<file path="config.mk">
export PLATFORM = sky130hd
export DESIGN_NAME = div_unit
export DESIGN_NICKNAME = d
export VERILOG_FILES = /design/src/rtl/div_unit_pkg.sv /design/src/rtl/div_unit_step.sv /design/src/rtl/div_unit.sv
export SDC_FILE = /design/constraint.sdc
export NUM_CORES = 1
export LEC_CHECK = 0
export BUFFER_PORTS_ARGS = -buffer_cell sky130_fd_sc_hd__buf_4
export CAP_MARGIN = 15
export CORE_UTILIZATION = 50
export CTS_CLUSTER_SIZE = 40
export DETAILED_ROUTE_END_ITERATION = 8
export PLACE_DENSITY = 0.74
export SETUP_SLACK_MARGIN = 0.15
export SKIP_CTS_REPAIR_TIMING = 1
export SYNTH_ARGS = -nofsm -noshare
export SYNTH_HDL_FRONTEND = slang
export SYNTH_SLANG_ARGS = --single-unit
</file>
<file path="constraint.sdc">
create_clock -name clk -period 7.2 [get_ports clk]
set_input_delay 2.16 -clock clk [delete_from_list [all_inputs] [get_ports clk]]
set_output_delay 2.16 -clock clk [all_outputs]
set_load 0.005 [all_outputs]
</file>
<file path="src/rtl/div_unit_pkg.sv">
// Shared definitions for the iterative MIPS DIV/DIVU unit.
// State encoding, ALU-control codes and the divide-by-zero quotient.
package div_unit_pkg;

    typedef enum logic [1:0] {
        DIV_IDLE = 2'd0,
        DIV_BUSY = 2'd1,
        DIV_DONE = 2'd2
    } div_state_e;

    localparam logic [7:0] ALU_DIV  = 8'b0001_1010;
    localparam logic [7:0] ALU_DIVU = 8'b0001_1011;

    localparam int                   DIV_WIDTH  = 32;
    localparam logic [DIV_WIDTH-1:0] DIV_ZERO_Q = '1;

endpackage

</file>
<file path="src/rtl/div_unit_step.sv">
// One restoring division iteration: shift in a dividend bit,
// trial-subtract the divisor, keep or restore.
module div_step #(
    parameter int WIDTH = 32
) (
    input  logic [WIDTH-1:0] i_rem,
    input  logic             i_bit,
    input  logic [WIDTH-1:0] i_divisor,
    output logic [WIDTH-1:0] o_rem,
    output logic             o_qbit
);

    logic [WIDTH:0]   w_shift;
    logic [WIDTH+1:0] w_diff;
    logic             w_unused_hi;

    assign w_shift = {i_rem, i_bit};
    assign w_diff  = {1'b0, w_shift} - {2'b00, i_divisor};
    assign o_qbit  = ~w_diff[WIDTH+1];
    // Partial remainder stays below the divisor, so a kept difference fits WIDTH bits.
    assign o_rem   = o_qbit ? w_diff[WIDTH-1:0] : w_shift[WIDTH-1:0];
    assign w_unused_hi = w_diff[WIDTH];

endmodule

</file>
<file path="src/rtl/div_unit.sv">
// Iterative radix-2 restoring divider for MIPS DIV/DIVU.
// Produces {HI=remainder, LO=quotient}; stalls F/D/E while iterating.
module div_unit
    import div_unit_pkg::*;
#(
    parameter int WIDTH = DIV_WIDTH,
    parameter int CNT_W = 6
) (
    input  logic               clk,
    input  logic               rst,
    input  logic               start,
    input  logic               signed_div,
    input  logic               annul,
    input  logic [WIDTH-1:0]   opdata1,
    input  logic [WIDTH-1:0]   opdata2,
    output logic [2*WIDTH-1:0] result,
    output logic               ready,
    output logic               stall
);

    div_state_e         r_state;
    div_state_e         w_next;
    logic [CNT_W-1:0]   r_cnt;
    logic [WIDTH-1:0]   r_quo;
    logic [WIDTH-1:0]   r_rem;
    logic [WIDTH-1:0]   r_dvs;
    logic               r_sign_q;
    logic               r_sign_r;
    logic [2*WIDTH-1:0] r_result;

    logic             w_go;
    logic             w_zero;
    logic             w_last;
    logic             w_s1;
    logic             w_s2;
    logic [WIDTH-1:0] w_mag1;
    logic [WIDTH-1:0] w_mag2;
    logic [WIDTH-1:0] w_rem;
    logic [WIDTH-1:0] w_q;
    logic [WIDTH-1:0] w_fq;
    logic [WIDTH-1:0] w_fr;
    logic             w_qbit;

    assign w_go   = start & ~annul;
    assign w_zero = (opdata2 == '0);
    assign w_last = (r_cnt == CNT_W'(WIDTH-1));
    assign w_s1   = signed_div & opdata1[WIDTH-1];
    assign w_s2   = signed_div & opdata2[WIDTH-1];
    assign w_mag1 = w_s1 ? -opdata1 : opdata1;
    assign w_mag2 = w_s2 ? -opdata2 : opdata2;

    div_step #(.WIDTH(WIDTH)) u_step (
        .i_rem     (r_rem),
        .i_bit     (r_quo[WIDTH-1]),
        .i_divisor (r_dvs),
        .o_rem     (w_rem),
        .o_qbit    (w_qbit)
    );

    // r_quo shifts the dividend out of its MSB while quotient bits enter the LSB.
    assign w_q  = {r_quo[WIDTH-2:0], w_qbit};
    assign w_fq = r_sign_q ? -w_q : w_q;
    assign w_fr = r_sign_r ? -w_rem : w_rem;

    always_comb begin
        w_next = r_state;
        unique case (r_state)
            DIV_IDLE: begin
                if (w_go)
                    w_next = w_zero ? DIV_DONE : DIV_BUSY;
            end
            DIV_BUSY: begin
                if (annul)
                    w_next = DIV_IDLE;
                else if (w_last)
                    w_next = DIV_DONE;
            end
            DIV_DONE: w_next = DIV_IDLE;
            default:  w_next = DIV_IDLE;
        endcase
    end

    always_ff @(posedge clk or negedge rst) begin
        if (!rst) begin
            r_state  <= DIV_IDLE;
            r_cnt    <= '0;
            r_quo    <= '0;
            r_rem    <= '0;
            r_dvs    <= '0;
            r_sign_q <= 1'b0;
            r_sign_r <= 1'b0;
            r_result <= '0;
        end else begin
            r_state <= w_next;
            if (r_state == DIV_IDLE && w_go) begin
                if (w_zero) begin
                    r_result <= {opdata1, WIDTH'(DIV_ZERO_Q)};
                end else begin
                    r_quo    <= w_mag1;
                    r_dvs    <= w_mag2;
                    r_rem    <= '0;
                    r_cnt    <= '0;
                    r_sign_q <= w_s1 ^ w_s2;
                    r_sign_r <= w_s1;
                end
            end else if (r_state == DIV_BUSY && !annul) begin
                r_rem <= w_rem;
                r_quo <= w_q;
                r_cnt <= r_cnt + 1'b1;
                if (w_last)
                    r_result <= {w_fr, w_fq};
            end
        end
    end

    assign result = r_result;
    assign ready  = (r_state == DIV_DONE) & ~annul;
    assign stall  = ((r_state == DIV_IDLE) & w_go) | (r_state == DIV_BUSY);

endmodule

</file>
Word level (Yosys, flattened, before mapping)
Index checks and enable logic that the tools add are counted.
{ "word_totals": {"input_bits": 69, "reg_bits": 170, "elab_cells": 65, "output_inout_bits": 66} }
{ "classes": {"n_reduce_logical": 11, "n_mux": 23, "eq_ne": 7, "n_addsub": 6, "bitwise": 10} }
{ "ops": {"columns": ["operator", "count"], "rows": [
  ["$mux 32", 11],
  ["$mux 64", 4],
  ["$neg 32->32", 4],
  ["$sub 33x32->34", 1],
  ["$logic_not 32->1", 1],
  ["$mux 6", 3],
  ["$mux 2", 4],
  ["$add 6x1->6 const B", 1],
  ["$eq 6x5->1 const B", 1],
  ["$ne 2x2->1 const B", 3],
  ["$reduce_and 2->1", 3],
  ["$and 1x1->1", 5],
  ["$pmux 2 s2", 1],
  ["$reduce_bool 2->1", 2],
  ["$ne 3x3->1 const B", 1],
  ["$not 1->1", 3],
  ["$reduce_and 3->1", 1],
  ["$eq 2x1->1 const B", 1],
  ["$eq 2x2->1 const B", 1],
  ["$logic_and 1x1->1", 2],
  ["$logic_not 2->1", 1],
  ["$logic_not 1->1", 1],
  ["$or 1x1->1", 1],
  ["$xor 1x1->1", 1]
]} }

Longest topological paths before layout
{ "logic_depth": {"depth_word": 7, "depth_mapped": 24, "mapped_depth_nobuf": 19} }

Hierarchy
Synthesis repeated with hierarchy kept, for this count alone.
{ "hier_totals": {"hier_cells": 1482, "area_unflattened_um2": 12000.3} }
{ "by_module_without_submodules": {"columns": ["mod", "seq_area_each_um2", "instances", "area_per_inst_um2", "cells_each"], "rows": [
  ["div_unit", 4254.1, 1, 9626.7, 1110],
  ["div_step", 0.0, 1, 2373.5, 372]
]} }

Worst setup path after synthesis
Ideal clock, no wire load.
{ "synth_path": {"kind": "reg-to-reg", "from": "register r_rem[3]", "to": "register r_result[60] (netlist: result[60])", "slack_ns": 1.859, "arrival_ns": 5.215, "required_ns": 7.074, "synth_period_minus_slack_ns": 5.341, "stages_incl_launch_ff": 24, "setup_time_ns": 0.126, "n_path_buf": 5, "path_cell_list": "dfrtp_1 -> ha_1 -> buf_6 -> a21o_4 -> a31oi_2 -> a211oi_2 -> o31ai_4 -> nand2_4 -> inv_2 -> buf_2 -> buf_2 -> buf_1 -> mux2i_1 -> ha_1 -> inv_1 -> a2111o_1 -> a2111oi_2 -> nor2_1 -> a21o_1 -> or4_1 -> buf_2 -> o21ai_1 -> xor2_1 -> a221o_1"} }
{ "synth_via": {"elab_chain_len": 7} }
{ "synth_rtl": {"columns": ["element", "line_no", "source"], "rows": [
  ["start, declared", "div_unit.sv:25", "logic [WIDTH-1:0] r_rem;"],
  ["start signal, assigned", "div_unit.sv:107", "r_rem <= w_rem;"],
  ["$sub 33x32->34", "div_unit_step.sv:18", "assign w_diff = {1'b0, w_shift} - {2'b00, i_divisor};"],
  ["$mux 32 *", "div_unit_step.sv:21", "assign o_rem = o_qbit ? w_diff[WIDTH-1:0] : w_shift[WIDTH-1:0];"],
  ["$neg 32->32", "div_unit.sv:63", "assign w_fr = r_sign_r ? -w_rem : w_rem;"],
  ["$mux 32 *", "div_unit.sv:63", null],
  ["$mux 64 *", "div_unit.sv:110", "if (w_last)"],
  ["$mux 64 *", "div_unit.sv:106", "end else if (r_state == DIV_BUSY && !annul) begin"],
  ["$mux 64 *", "div_unit.sv:95", "if (r_state == DIV_IDLE && w_go) begin"],
  ["end signal, assigned", "div_unit.sv:97", "r_result <= {opdata1, WIDTH'(DIV_ZERO_Q)};"],
  ["end signal, assigned", "div_unit.sv:111", "r_result <= {w_fr, w_fq};"],
  ["end, declared", "div_unit.sv:29", "logic [2*WIDTH-1:0] r_result;"]
]} }
Mark *: on every way between the ends. The rest lies on a longest branch, timed or not. The select of a mux whose other input is x is not followed.
A chain may end at the register's enable or synchronous reset.

Worst setup path after layout
{ "layout_path": {"from": "register r_rem[0]", "to": "register r_result[60] (netlist: result[60])"} }
The elaborated chain is that of the path after synthesis.

==> summary.txt <==
STA
  – Setup Viol. Count Final: 0
  – Max-Slew Margin vs Limit: 20.4%
  – Setup TNS: 0 ns
  – Fmax: 181 MHz
  – Slew @ Worst Pin: 1.16 ns
  – Max Clock Skew: between 0.009 and 0.01 ns
  – Final period util: 76.8%
  – Final max-slew violation count: 0
  – Final Critical Period: 5.53 ns
  – Final Hold Fails: 0
  – Unrepaired setup endpoints after global routing: false

Floorplan
  – Ports: between 100 and 150
  – Core area: between 20,000 and 25,000 µm²
  – Die H: around 160 µm
  – Starting Density: 51.5%
  – Rows: 56
  – Die Area: around 25,000 µm²
  – Die width: 158 µm

Logic synthesis
  – Syn_nets: 1,611
  – Post-synthesis async set-or-reset flop share: 100%
  – Synth Flop Type: dfrtp_1
  – Share of the synthesized area in the top cell type: 34.9%
  – Post-synth top area cell: dfrtp_1
  – FF+latch count, synth: 170
  – Yosys warning count: 0
  – Seq/Total Area, Yosys: 34.9%
  – Mapped Avg Cell Area: 8.11 µm²
  – Top cells by area, synth: dfrtp_1 35%, o21ai_0 6.6%, a21oi_1 5.5%, xor2_1 5.5%, nand2_1 5.2%
  – Synth Instances: 1,504
  – Number of synthesized flops with an enable pin: 0
  – Top-count cell post-synth: dfrtp_1
  – Synth Cell Area: 12,200 µm²
  – Synth unique cells: 90
  – Top cells by count, synth: 170 x dfrtp_1, 168 x nand2_1, 162 x o21ai_0

Finish
  – Synthesis-to-layout area growth: 15.4%
  – Design Area, Final: approximately 14,000 µm²
  – Final non-filler cell total: 1,920
  – Share of cells above drive strength 1: ~14%
  – FILL cells: 2,173
  – ANT cells: 0
  – Nets: about 1,700

Min path
  – Worst hold path class: register to register

Drt
  – Via density: 5.88
  – Pre-antenna DRT Iters: 5
  – DR vias: 11,300
  – DR WL/cell: 17.0 µm
  – 1st-iter DRT viols: approximately 1,200
  – Post-route ant nets: 0
  – Residual DRC count: 0
  – Routed wire length: approximately 33 mm

Place
  – Detailed Place HPWL: about 24 mm
  – Dpl cells: 1,887
  – Placed cell areas: 13,400 µm²
  – Port bufs: 134
  – Routability congestion estimate: 0.946

GRT
  – First-pass GRT wire length: 52.8 mm
  – Number of global-route vias before repair: 10,300
  – Global Route Usage Sum: 26.8%
  – Largest net degree at the start of global routing: 118
  – Antenna violations before repair: 0
  – Total gr overflow: 0

Setup path
  – Crit start category: register
  – Max FO, Critical Path: 37
  – Critical path class: register to register
  – CP Data Arrival Time: 5.85 ns
  – Req. time, crit path: about 7.5 ns
  – Crit path capture type: register

Flow run
  – Max-cap violations: 0

Power
  – Design Power: about 3.2 mW
  – VDD IR-drop max: 0.000174 V
  – Leak: 6.33 nW
  – PwrDens: 225 nW/µm²

Clock network
  – CTS Buffer Depth: 2
  – CTS Buf Count: 17
  – Root Driver: clkbuf_16
  – CTS tree: yes
  – Clk_lat worst skew: 0.44 ns
  – Reg clk slew, reported paths: around 0.08 ns
  – CTS sink cnt: 170
  – # H-tree levels: 4

Run status
  – Status: finished, final reports clean
==> final timing paths <==
path                              end  cells after the start       start  slack [ns]
hold reg to reg            result[34]                      2  result[34]        0.50
setup reg to reg           result[60]                     19    r_rem[0]        1.67
setup / recovery           result[60]                     19    r_rem[0]        1.67
min in group asynchronous   result[3]                      1         rst        1.65
hold / removal             result[34]                      2  result[34]        0.50
max in group asynchronous  result[50]                      3         rst        4.07
==> power breakdown <==
group          total (mW)  internal (mW)  switching (mW)
combinational       0.983          0.389           0.594
clock               0.993          0.561           0.432
sequential           1.19           1.06           0.130
total                3.17           2.01            1.16
==> layer usage <==
metal	wire length (µm)	vias up	share of wire [%]	GRT usage [%]
met5	0	-	0	0
met4	718	0	2.2	9.25
met3	2140	49	6.6	4.00
met2	14400	405	44	41.5
met1	15300	5266	47	37.8
li1	-	5566	-	-
==> flip-flops by register name, indices dropped and copies added (netlist names) <==
signal	count
result	64
r_sign_r	1
r_state	2
r_cnt	6
r_dvs	32
r_sign_q	1
r_quo	32
r_rem	32
==> per-stage QoR <==
step           hold slack (ns)  utilization, %  worst slack (ns)
2_1_floorplan            0.456               -              1.86
3_3_place_gp             0.472            56.7              1.74
3_5_place_dp             0.488            56.7              1.71
4_1_cts                  0.504            59.4              1.73
5_1_grt                  0.553            59.5              1.34
6_report                 0.501            59.5              1.67
==> critical path, stage by stage (launching register included) <==
cell and delay (ns):
dfrtp_1 0.44, ha_1 0.30, nor2b_1 0.24, o2111ai_1 0.29, a211oi_2 0.53, o31ai_4 0.22, nand2_4 0.18, buf_4 0.48
nand2_1 0.10, o21ai_0 0.18, ha_1 0.26, inv_1 0.07, a2111o_1 0.33, a2111oi_2 0.24, nor2_1 0.11, a21o_1 0.21
or4_1 0.66, o21ai_1 0.20, xor2_1 0.09, a221o_1 0.30
==> logic make-up (layout without fill, tap and decap cells) <==
family                   Yosys count  after routing  synth area share, %
AO/OA/AOI/OAI                    469            469                 24.0
AND/OR/NAND/NOR                  523            523                 20.4
multiplexers                      29             29                 2.57
XOR/XNOR                         135            135                 9.69
adder cells (fa/ha/maj)           38             38                 3.96
buffers and inverters            140            237                 4.49
flip-flops                       170            170                 34.9
==> final cells by class <==
type	count	area, µm²	share of cell area [%]
Sequential cell	170	4250	30.2
Timing Repair Buffer	151	1170	8.31
Clock buffer	17	425	3.02
Multi-Input combinational cell	1194	7430	52.8
Tap cell	319	399	2.83
Clock inverter	15	200	1.42
Inverter	54	203	1.44
==> cells in the final DEF (no fill, tap or decap), types with 24 or more instances in the layout <==
cell / count
o31ai_1: 24
nand2_1: 168
xnor2_1: 59
inv_1: 52
o21ai_0: 162
or3_1: 30
mux2i_1: 24
nand3_1: 47
nor2_1: 139
xor2_1: 76
nor3_1: 32
dfrtp_1: 170
buf_4: 148
a31oi_1: 25
ha_1: 37
a21oi_1: 134
(Power assumes the default switching activity.)
